[src/rtl/cache_pkg.sv]
// Shared widths and the entry layout for the cache write-back buffer.
package cache_pkg;

    localparam int LINE_WIDTH  = 512;
    localparam int ADDR_WIDTH  = 32;
    localparam int OFFSET_BITS = 6;
    localparam int TAG_W       = ADDR_WIDTH - OFFSET_BITS;

    typedef struct packed {
        logic [TAG_W-1:0]      tag;
        logic [LINE_WIDTH-1:0] line;
    } wb_entry_t;

endpackage

[src/rtl/wb_lookup.sv]
// Newest-first tag match over the occupied write-back entries; returns a one-hot select.
module wb_lookup #(
    parameter int DEPTH = 4,
    parameter int TAG_W = cache_pkg::TAG_W,
    parameter int PTR_W = $clog2(DEPTH)
) (
    input  logic [DEPTH-1:0][TAG_W-1:0] tags_i,
    input  logic [DEPTH-1:0]            occ_i,
    input  logic [PTR_W-1:0]            wr_ptr_i,
    input  logic [TAG_W-1:0]            tag_i,
    output logic                        hit_o,
    output logic [DEPTH-1:0]            sel_o
);

    logic [PTR_W-1:0] idx;

    // Walk from wr_ptr-1 backwards so the youngest matching entry is taken first.
    always_comb begin
        hit_o = 1'b0;
        sel_o = '0;
        idx   = '0;
        for (int k = 0; k < DEPTH; k++) begin
            idx = wr_ptr_i - PTR_W'(k + 1);
            if (!hit_o && occ_i[idx] && (tags_i[idx] == tag_i)) begin
                hit_o      = 1'b1;
                sel_o[idx] = 1'b1;
            end
        end
    end

endmodule

[src/rtl/cache_wb_buffer.sv]
// Dirty-victim FIFO between LRU eviction and the memory write port, with a
// combinational lookup so refills can be served from still-queued victims.
module cache_wb_buffer #(
    parameter int LINE_WIDTH  = cache_pkg::LINE_WIDTH,
    parameter int ADDR_WIDTH  = cache_pkg::ADDR_WIDTH,
    parameter int OFFSET_BITS = cache_pkg::OFFSET_BITS,
    parameter int DEPTH       = 4
) (
    input  logic                      clk_i,
    input  logic                      rst_ni,
    input  logic                      evict_valid_i,
    output logic                      evict_ready_o,
    input  logic                      evict_dirty_i,
    input  logic [ADDR_WIDTH-1:0]     evict_addr_i,
    input  logic [LINE_WIDTH-1:0]     evict_line_i,
    output logic                      mem_wr_valid_o,
    input  logic                      mem_wr_ready_i,
    output logic [ADDR_WIDTH-1:0]     mem_wr_addr_o,
    output logic [LINE_WIDTH-1:0]     mem_wr_data_o,
    input  logic [ADDR_WIDTH-1:0]     lookup_addr_i,
    output logic                      lookup_hit_o,
    output logic [LINE_WIDTH-1:0]     lookup_line_o,
    output logic [$clog2(DEPTH):0]    count_o,
    output logic                      empty_o,
    output logic                      full_o
);

    import cache_pkg::*;

    localparam int PTR_W = $clog2(DEPTH);
    localparam int CNT_W = PTR_W + 1;

    wb_entry_t                   entries_q [DEPTH];
    logic [PTR_W-1:0]            wr_ptr_q, rd_ptr_q;
    logic [CNT_W-1:0]            count_q;
    logic                        enq, deq;
    logic [DEPTH-1:0][TAG_W-1:0] tags;
    logic [DEPTH-1:0]            occ;
    logic [DEPTH-1:0]            sel;
    logic [PTR_W-1:0]            age;
    logic                        unused_offsets;

    assign count_o        = count_q;
    assign empty_o        = (count_q == '0);
    assign full_o         = (count_q == CNT_W'(DEPTH));
    assign evict_ready_o  = !full_o;
    assign mem_wr_valid_o = !empty_o;

    // Clean victims finish the handshake without consuming a slot.
    assign enq = evict_valid_i && evict_ready_o && evict_dirty_i;
    assign deq = mem_wr_valid_o && mem_wr_ready_i;

    always_ff @(posedge clk_i or negedge rst_ni) begin
        if (!rst_ni) begin
            wr_ptr_q <= '0;
            rd_ptr_q <= '0;
            count_q  <= '0;
        end else begin
            if (enq) wr_ptr_q <= wr_ptr_q + PTR_W'(1);
            if (deq) rd_ptr_q <= rd_ptr_q + PTR_W'(1);
            count_q <= count_q + CNT_W'(enq) - CNT_W'(deq);
        end
    end

    always_ff @(posedge clk_i) begin
        if (enq) begin
            entries_q[wr_ptr_q] <= '{tag:  evict_addr_i[ADDR_WIDTH-1:OFFSET_BITS],
                                     line: evict_line_i};
        end
    end

    assign mem_wr_addr_o = {entries_q[rd_ptr_q].tag, {OFFSET_BITS{1'b0}}};
    assign mem_wr_data_o = entries_q[rd_ptr_q].line;

    // An entry is occupied when its distance from the head is below the count.
    always_comb begin
        tags = '0;
        occ  = '0;
        age  = '0;
        for (int i = 0; i < DEPTH; i++) begin
            tags[i] = entries_q[i].tag;
            age     = PTR_W'(i) - rd_ptr_q;
            occ[i]  = (CNT_W'(age) < count_q);
        end
    end

    wb_lookup #(
        .DEPTH (DEPTH),
        .TAG_W (TAG_W),
        .PTR_W (PTR_W)
    ) u_lookup (
        .tags_i   (tags),
        .occ_i    (occ),
        .wr_ptr_i (wr_ptr_q),
        .tag_i    (lookup_addr_i[ADDR_WIDTH-1:OFFSET_BITS]),
        .hit_o    (lookup_hit_o),
        .sel_o    (sel)
    );

    always_comb begin
        lookup_line_o = '0;
        for (int i = 0; i < DEPTH; i++) begin
            if (sel[i]) lookup_line_o = lookup_line_o | entries_q[i].line;
        end
    end

    assign unused_offsets = ^{evict_addr_i[OFFSET_BITS-1:0], lookup_addr_i[OFFSET_BITS-1:0]};

endmodule

[config.mk]
export PLATFORM = sky130hd
export DESIGN_NAME = cache_wb_buffer
export DESIGN_NICKNAME = d
export VERILOG_FILES = /design/src/rtl/cache_pkg.sv /design/src/rtl/wb_lookup.sv /design/src/rtl/cache_wb_buffer.sv
export SDC_FILE = /design/constraint.sdc
export NUM_CORES = 2
export LEC_CHECK = 0
export CORE_AREA = 2 2 635 637
export CTS_CLUSTER_SIZE = 8
export DETAILED_ROUTE_END_ITERATION = 16
export DIE_AREA = 0 0 637 639
export PLACE_DENSITY_LB_ADDON = 0.1
export SYNTH_ARGS = -nofsm -noshare
export SYNTH_HDL_FRONTEND = slang
export SYNTH_SLANG_ARGS = --single-unit
[constraint.sdc]
create_clock -name clk_i -period 40.2 [get_ports clk_i]
set_input_delay 10.05 -clock clk_i [delete_from_list [all_inputs] [get_ports clk_i]]
set_output_delay 10.05 -clock clk_i [all_outputs]
set_load 0.02 [all_outputs]
# After elaboration in Yosys (flattened, before gate mapping)
# Memory sizes are Yosys's and may differ from the RTL's.
# Index checks and enable logic that the tools add are counted.
totals:
  reg_bits: 7
  ramBits: 2152
  inputBits: 581
  out_inout_bits: 1064
  elab_cells: 96
  mem_count: 1
mem_list:
  columns: ["name", "depth", "width", "rd", "rd_clocked_by_memory_dff", "wr", "line", "rtl"]
  rows:
  - ["entries_q", 4, 538, 5, 0, 1, "cache_wb_buffer.sv:33", "wb_entry_t entries_q [DEPTH];"]
classes:
  n_addsub: 11
  order_cmp: 12
  n_eq_ne: 5
  mux: 38
  n_bitwise: 6
  n_reduce_logical: 20
ops:
  columns: ["operator", "n"]
  rows:
  - ["two-way mux 512 bit", 4]
  - ["OR 512 bit", 3]
  - ["binary-select mux 26 bit (select 2 bit)", 4]
  - ["== test 26 bit", 4]
  - ["two-way mux 26 bit", 4]
  - ["two-way mux 4 bit", 4]
  - ["logical AND 1 bit", 14]
  - ["two-way mux 1 bit", 14]
  - ["less-than comparator 2 x 3 -> 1 bit", 4]
  - ["less-than comparator 2 x 3 -> 1 bit (second input constant)", 4]
  - ["OR 4 bit", 3]
  - ["binary-select mux 1 bit (select 2 bit)", 4]
  - ["demux 1 bit (select 2 bit)", 4]
  - ["greater-or-equal comparator 2 x 1 -> 1 bit (second input constant)", 4]
  - ["logical NOT 1 bit", 5]
  - ["adder 2 x 1 -> 2 bit (second input constant)", 2]
  - ["subtractor 1 x 2 -> 2 bit (first input constant)", 2]
  - ["subtractor 2 bit (first input constant)", 2]
  - ["subtractor 2 bit (second input constant)", 2]
  - ["adder 3 x 1 -> 3 bit", 1]
  - ["== test 3 bit (second input constant)", 1]
  - ["logical NOT 3 bit", 1]
  - ["subtractor 3 x 1 -> 3 bit", 1]
  - ["subtractor 2 x 1 -> 2 bit (second input constant)", 1]

# Logic depth before layout (Yosys ltp)
logic_depth:
  word_depth: 25
  ltp_mapped: 20
  mapped_depth_nobuf: 11

# Modules after synthesis
# Synthesis repeated with hierarchy kept, for this count alone.
hier_totals:
  hier_cells: 5152
  hier_area_um2: 92525.0
by_module_without_submodules:
  columns: ["module", "instances", "cells_per_inst", "area_per_inst_um2", "seq_area_each_um2"]
  rows:
  - ["cache_wb_buffer", 1, 4638, 88436.1, 64797.1]
  - ["wb_lookup", 1, 514, 4088.9, 0.0]

# Worst setup path before layout
# OpenSTA, ideal clock, no wires.
synth_path:
  path_type: "input to register"
  start: "input evict_dirty_i"
  end: "memory entries_q[0][0] (netlist bit) (enable)"
  setup_time_ns: 0.973
  arrival_ns: 22.586
  required_time_ns: 39.227
  setup_slack_ns: 16.641
  cell_stages: 3
  n_path_buf: 1
  cell_sequence: "and3_1 -> clkbuf_1 -> and2_1"
synth_between:
  elab_chain_cells: 3
synth_rtl:
  columns: ["item", "line", "rtl"]
  rows:
  - ["from (decl)", "cache_wb_buffer.sv:13", "input logic evict_dirty_i,"]
  - ["logical AND 1 bit", "cache_wb_buffer.sv:50", "assign enq = evict_valid_i && evict_ready_o && evict_dirty_i;"]
  - ["two-way mux 1 bit", "cache_wb_buffer.sv:66", "if (enq) begin"]
  - ["two-way mux 1 bit (not written as such)", "cache_wb_buffer.sv:67", "entries_q[wr_ptr_q] <= '{tag: evict_addr_i[ADDR_WIDTH-1:OFFSET_BITS],"]
  - ["to (decl)", "cache_wb_buffer.sv:33", null]
# No other way between the ends.

# Worst setup path in the final report
layout_path:
  start: "input lookup_addr_i[24]"
  end: "output lookup_line_o[87]"
layout_between:
  elab_chain_cells: 22
  elab_cells_between_ends: 31
  cone_classes: "4 x eq/ne; 11 x mux; 6 x bitwise; 10 x reduce/logical"
layout_rtl:
  columns: ["item", "line", "rtl"]
  rows:
  - ["from (decl)", "cache_wb_buffer.sv:20", "input logic [ADDR_WIDTH-1:0] lookup_addr_i,"]
  - ["== test 26 bit", "wb_lookup.sv:24", "if (!hit_o && occ_i[idx] && (tags_i[idx] == tag_i)) begin"]
  - ["logical AND 1 bit", "wb_lookup.sv:24", null]
  - ["two-way mux 1 bit", "wb_lookup.sv:24", null]
  - ["logical NOT 1 bit", "wb_lookup.sv:24", null]
  - ["logical AND 1 bit (2 in series)", "wb_lookup.sv:24", null]
  - ["two-way mux 1 bit", "wb_lookup.sv:24", null]
  - ["logical NOT 1 bit", "wb_lookup.sv:24", null]
  - ["logical AND 1 bit (2 in series)", "wb_lookup.sv:24", null]
  - ["[... 4 more ...]", null, null]
  - ["two-way mux 4 bit (*)", "wb_lookup.sv:24", null]
  - ["two-way mux 512 bit", "cache_wb_buffer.sv:103", "if (sel[i]) lookup_line_o = lookup_line_o | entries_q[i].line;"]
  - ["OR 512 bit", "cache_wb_buffer.sv:103", null]
  - ["two-way mux 512 bit", "cache_wb_buffer.sv:103", null]
  - ["OR 512 bit", "cache_wb_buffer.sv:103", null]
  - ["two-way mux 512 bit", "cache_wb_buffer.sv:103", null]
  - ["OR 512 bit", "cache_wb_buffer.sv:103", null]
  - ["two-way mux 512 bit (*)", "cache_wb_buffer.sv:103", null]
  - ["to (decl)", "cache_wb_buffer.sv:22", "output logic [LINE_WIDTH-1:0] lookup_line_o,"]
# Every way passes the cells marked *; elsewhere a longest branch is shown, timed or not.

==> results.toml <==
[layout]
final_common_cell = "edfxtp_1"
multi_input_area_um2 = 27700
design_area_um2 = 125000
area_growth_syn_to_layout_pct = 31.8
fillers = 38700
fin_util = 0.312
final_cell_mix = "edfxtp_1, clkdlybuf4s50_1, a22oi_1"
instances_no_fill = 12100
ff_latch_area_um2 = 64800
nets = 7245
drive_gt1_frac = 0.212

[power]
ir_drop_mv = 0.0412
power.total_mw = 8.36
power.density_nw_per_um2 = 66.9
leakage_nw = 39.8

[timing]
layout_setup_ws_ps = 12940
worst_pin_slew_ps = 1170
fmax_mhz = 36.7
finalCritPeriodShare = 0.678
skew_ps = 56.8
finalSetupTns_ps = 0
timing.slew.headroom = 0.221
fin_crit_ps = 27260
rsz0062_at_grt = "false"
timing.hold.ws_ps = 828
finalHoldViolations = 0
setup_viol = 0
maxSlewViolCount = 0

[worst_setup_path]
end_kind = "output pin"
cp_data_required_time_ps = 30150
startpoint = "lookup_addr_i[24]"
r2r_cells = 7
r2r-end = "entries_q[3][381]"
critPathMaxFanout = 56
cp-endpoint = "lookup_line_o[87]"
path_class = "in -> out"
worstPathArrival_ps = 17210
startpoint_type = "input port"
r2r-start = "wr_ptr_q[0]"
ff2ff_setup_slack_ps = 34130

[die]
core_um2 = 401000
rows = 233
die-area_um2 = 407000
die_w_um = 637
start_util = 0.237
io_pins = 1645
dieHeight_um = 639

[cts]
numCtsBuffers = 313
htree_levels = 5
post_cts_resize_count = 0
clock_latency_ps = 930
holdBufCountCts = 0
numClockSinks = 2159
clockRootBuffer = "clkbuf_16"
post_cts.repair.setup_buffers = 0
clockBufferDepth = 4
cts_tree = "built"
path_clk_slew_ps = 50

[synthesis]
synth_compound_area_frac = 0.100
avgSynthCellArea_um2 = 19.0
synthArstFlopShare = 0.00324
synth_edf_count = 2152
yosys_warnings = 0
synth_area_leaders = "edfxtp_1, mux4_2, a22oi_1, a22oi_2, nand2_1"
synth_top_family_by_area = "multiplexers"
synth-simple-area-share = 0.0252
synthXorXnorAreaFrac = 0.0110
ys_seq_elements = 2159
netlist_instances = 4995
synth-adder-area-share = 0.00206
synthMuxAreaShare = 0.152
yosysSeqAreaShare = 0.683
synth_ff_type = "edfxtp_1"
yosysTopAreaCellShare = 0.681
synth_cell_types = 44
synth_area_leader_cell = "edfxtp_1"
synth_area_um2 = 94900

[placement]
place_hpwl_um = 269000
placed_cells = 11600
post-place-ws_ps = 12700
dpl-instance-area_um2 = 116000
io_buffers = 1626
gp_congestion = 0.775

[drt]
drc_errors = 0
drt-initial-drc-count = 4240
drtPass1Iterations = 7
ant_nets = 0
num_vias = 58500
vias_per_cell = 4.85
finalWirelength_um = 403000
wl_per_cell_um = 33.4

[grt]
grt_pass1_vias = 60200
grt_max_degree = 120
grt_pass1_wl_um = 538000
antenna_found_initial = 172
track_usage = 0.190
overflow = 0

[min_path]
hp-class = "reg -> reg"
hp-start = "count_o[0]"

[run]
cap_viol_max_count = 0

[run_status]
status = "completed"
layout make-up:
class / count / area share
clock buffers: 345 / 0.0645
inverters: 15 / 0.000450
multi-input cells: 2432 / 0.221
well taps: 5287 / 0.0529
repair buffers: 1728 / 0.138
diodes: 59 / 0.00118
clock inverters: 31 / 0.00345
flip-flops and latches: 2159 / 0.518
worst max-delay path: stages:
cell and delay [ps]:
clkdlybuf4s50_1 620, xor2_1 240, nand3_1 140, a2111oi_0 610, nand4_1 370, o311ai_0 490
a22o_4 920, buf_4 800, buf_4 740, buf_4 810, a22oi_1 210, nand2_1 120
clkdlybuf4s50_1 850
per-layer routing:
metal  wire length (um)  vias to the layer above  part of all wire  track usage
met2             204000                     2180              0.51        0.330
li1                   -                    24500                 -            -
met5                638                        -            0.0016            0
met1             147000                    31000              0.37        0.212
met3              35200                      683             0.087       0.0680
met4              16200                      102             0.040       0.0745
where the power goes:
part / internal (mW) / switching [mW]
logic: 1.31 / 1.78
clock network: 1.41 / 0.985
registers: 2.74 / 0.135
total: 5.46 / 2.90
cell usage after synthesis (2+ instances only):
cell and count:
edfxtp_1 2152, nand2b_1 3, buf_1 78, a2111oi_2 2
o311ai_0 4, and3_1 2, xnor2_1 75, nor3_1 6
mux4_2 633, buf_4 42, buf_2 109, inv_1 15
ha_1 14, xor2_1 44, mux2i_1 19, nor4_2 3
a22o_1 4, or2_2 3, a22oi_1 706, buf_6 89
nor4_1 4, or2_1 2, a221oi_1 4, nor2_1 7
dfrtp_1 7, a21oi_1 3, nand2_1 519, a211oi_1 4
nand4_1 23, clkbuf_1 76, and2_1 5, nand3_1 9
a22oi_2 318
worst min-delay path by stage:
stage | to | slack (ps) | cells after the start
final | count_o[0] | 830 | 1
after CTS | count_o[0] | 860 | 1
after global placement | count_o[0] | 830 | 1
after floorplan | count_o[0] | 710 | 1
after detailed placement | count_o[0] | 840 | 1
after global routing | count_o[0] | 860 | 1
cell families after synthesis:
family | count (synthesis)
flops | 2159
compound gates | 1050
mux | 652
simple gates | 590
buf+inv | 409
xor+xnor | 119
fa+ha+maj | 15
other cells | 1
registers in the layout, indices dropped and copies added (netlist names):
| name | flops |
|---|---|
| wr_ptr_q | 2 |
| entries_q | 2152 |
| rd_ptr_q | 2 |
| count_o | 3 |
Power figures use the tool's default switching activity.
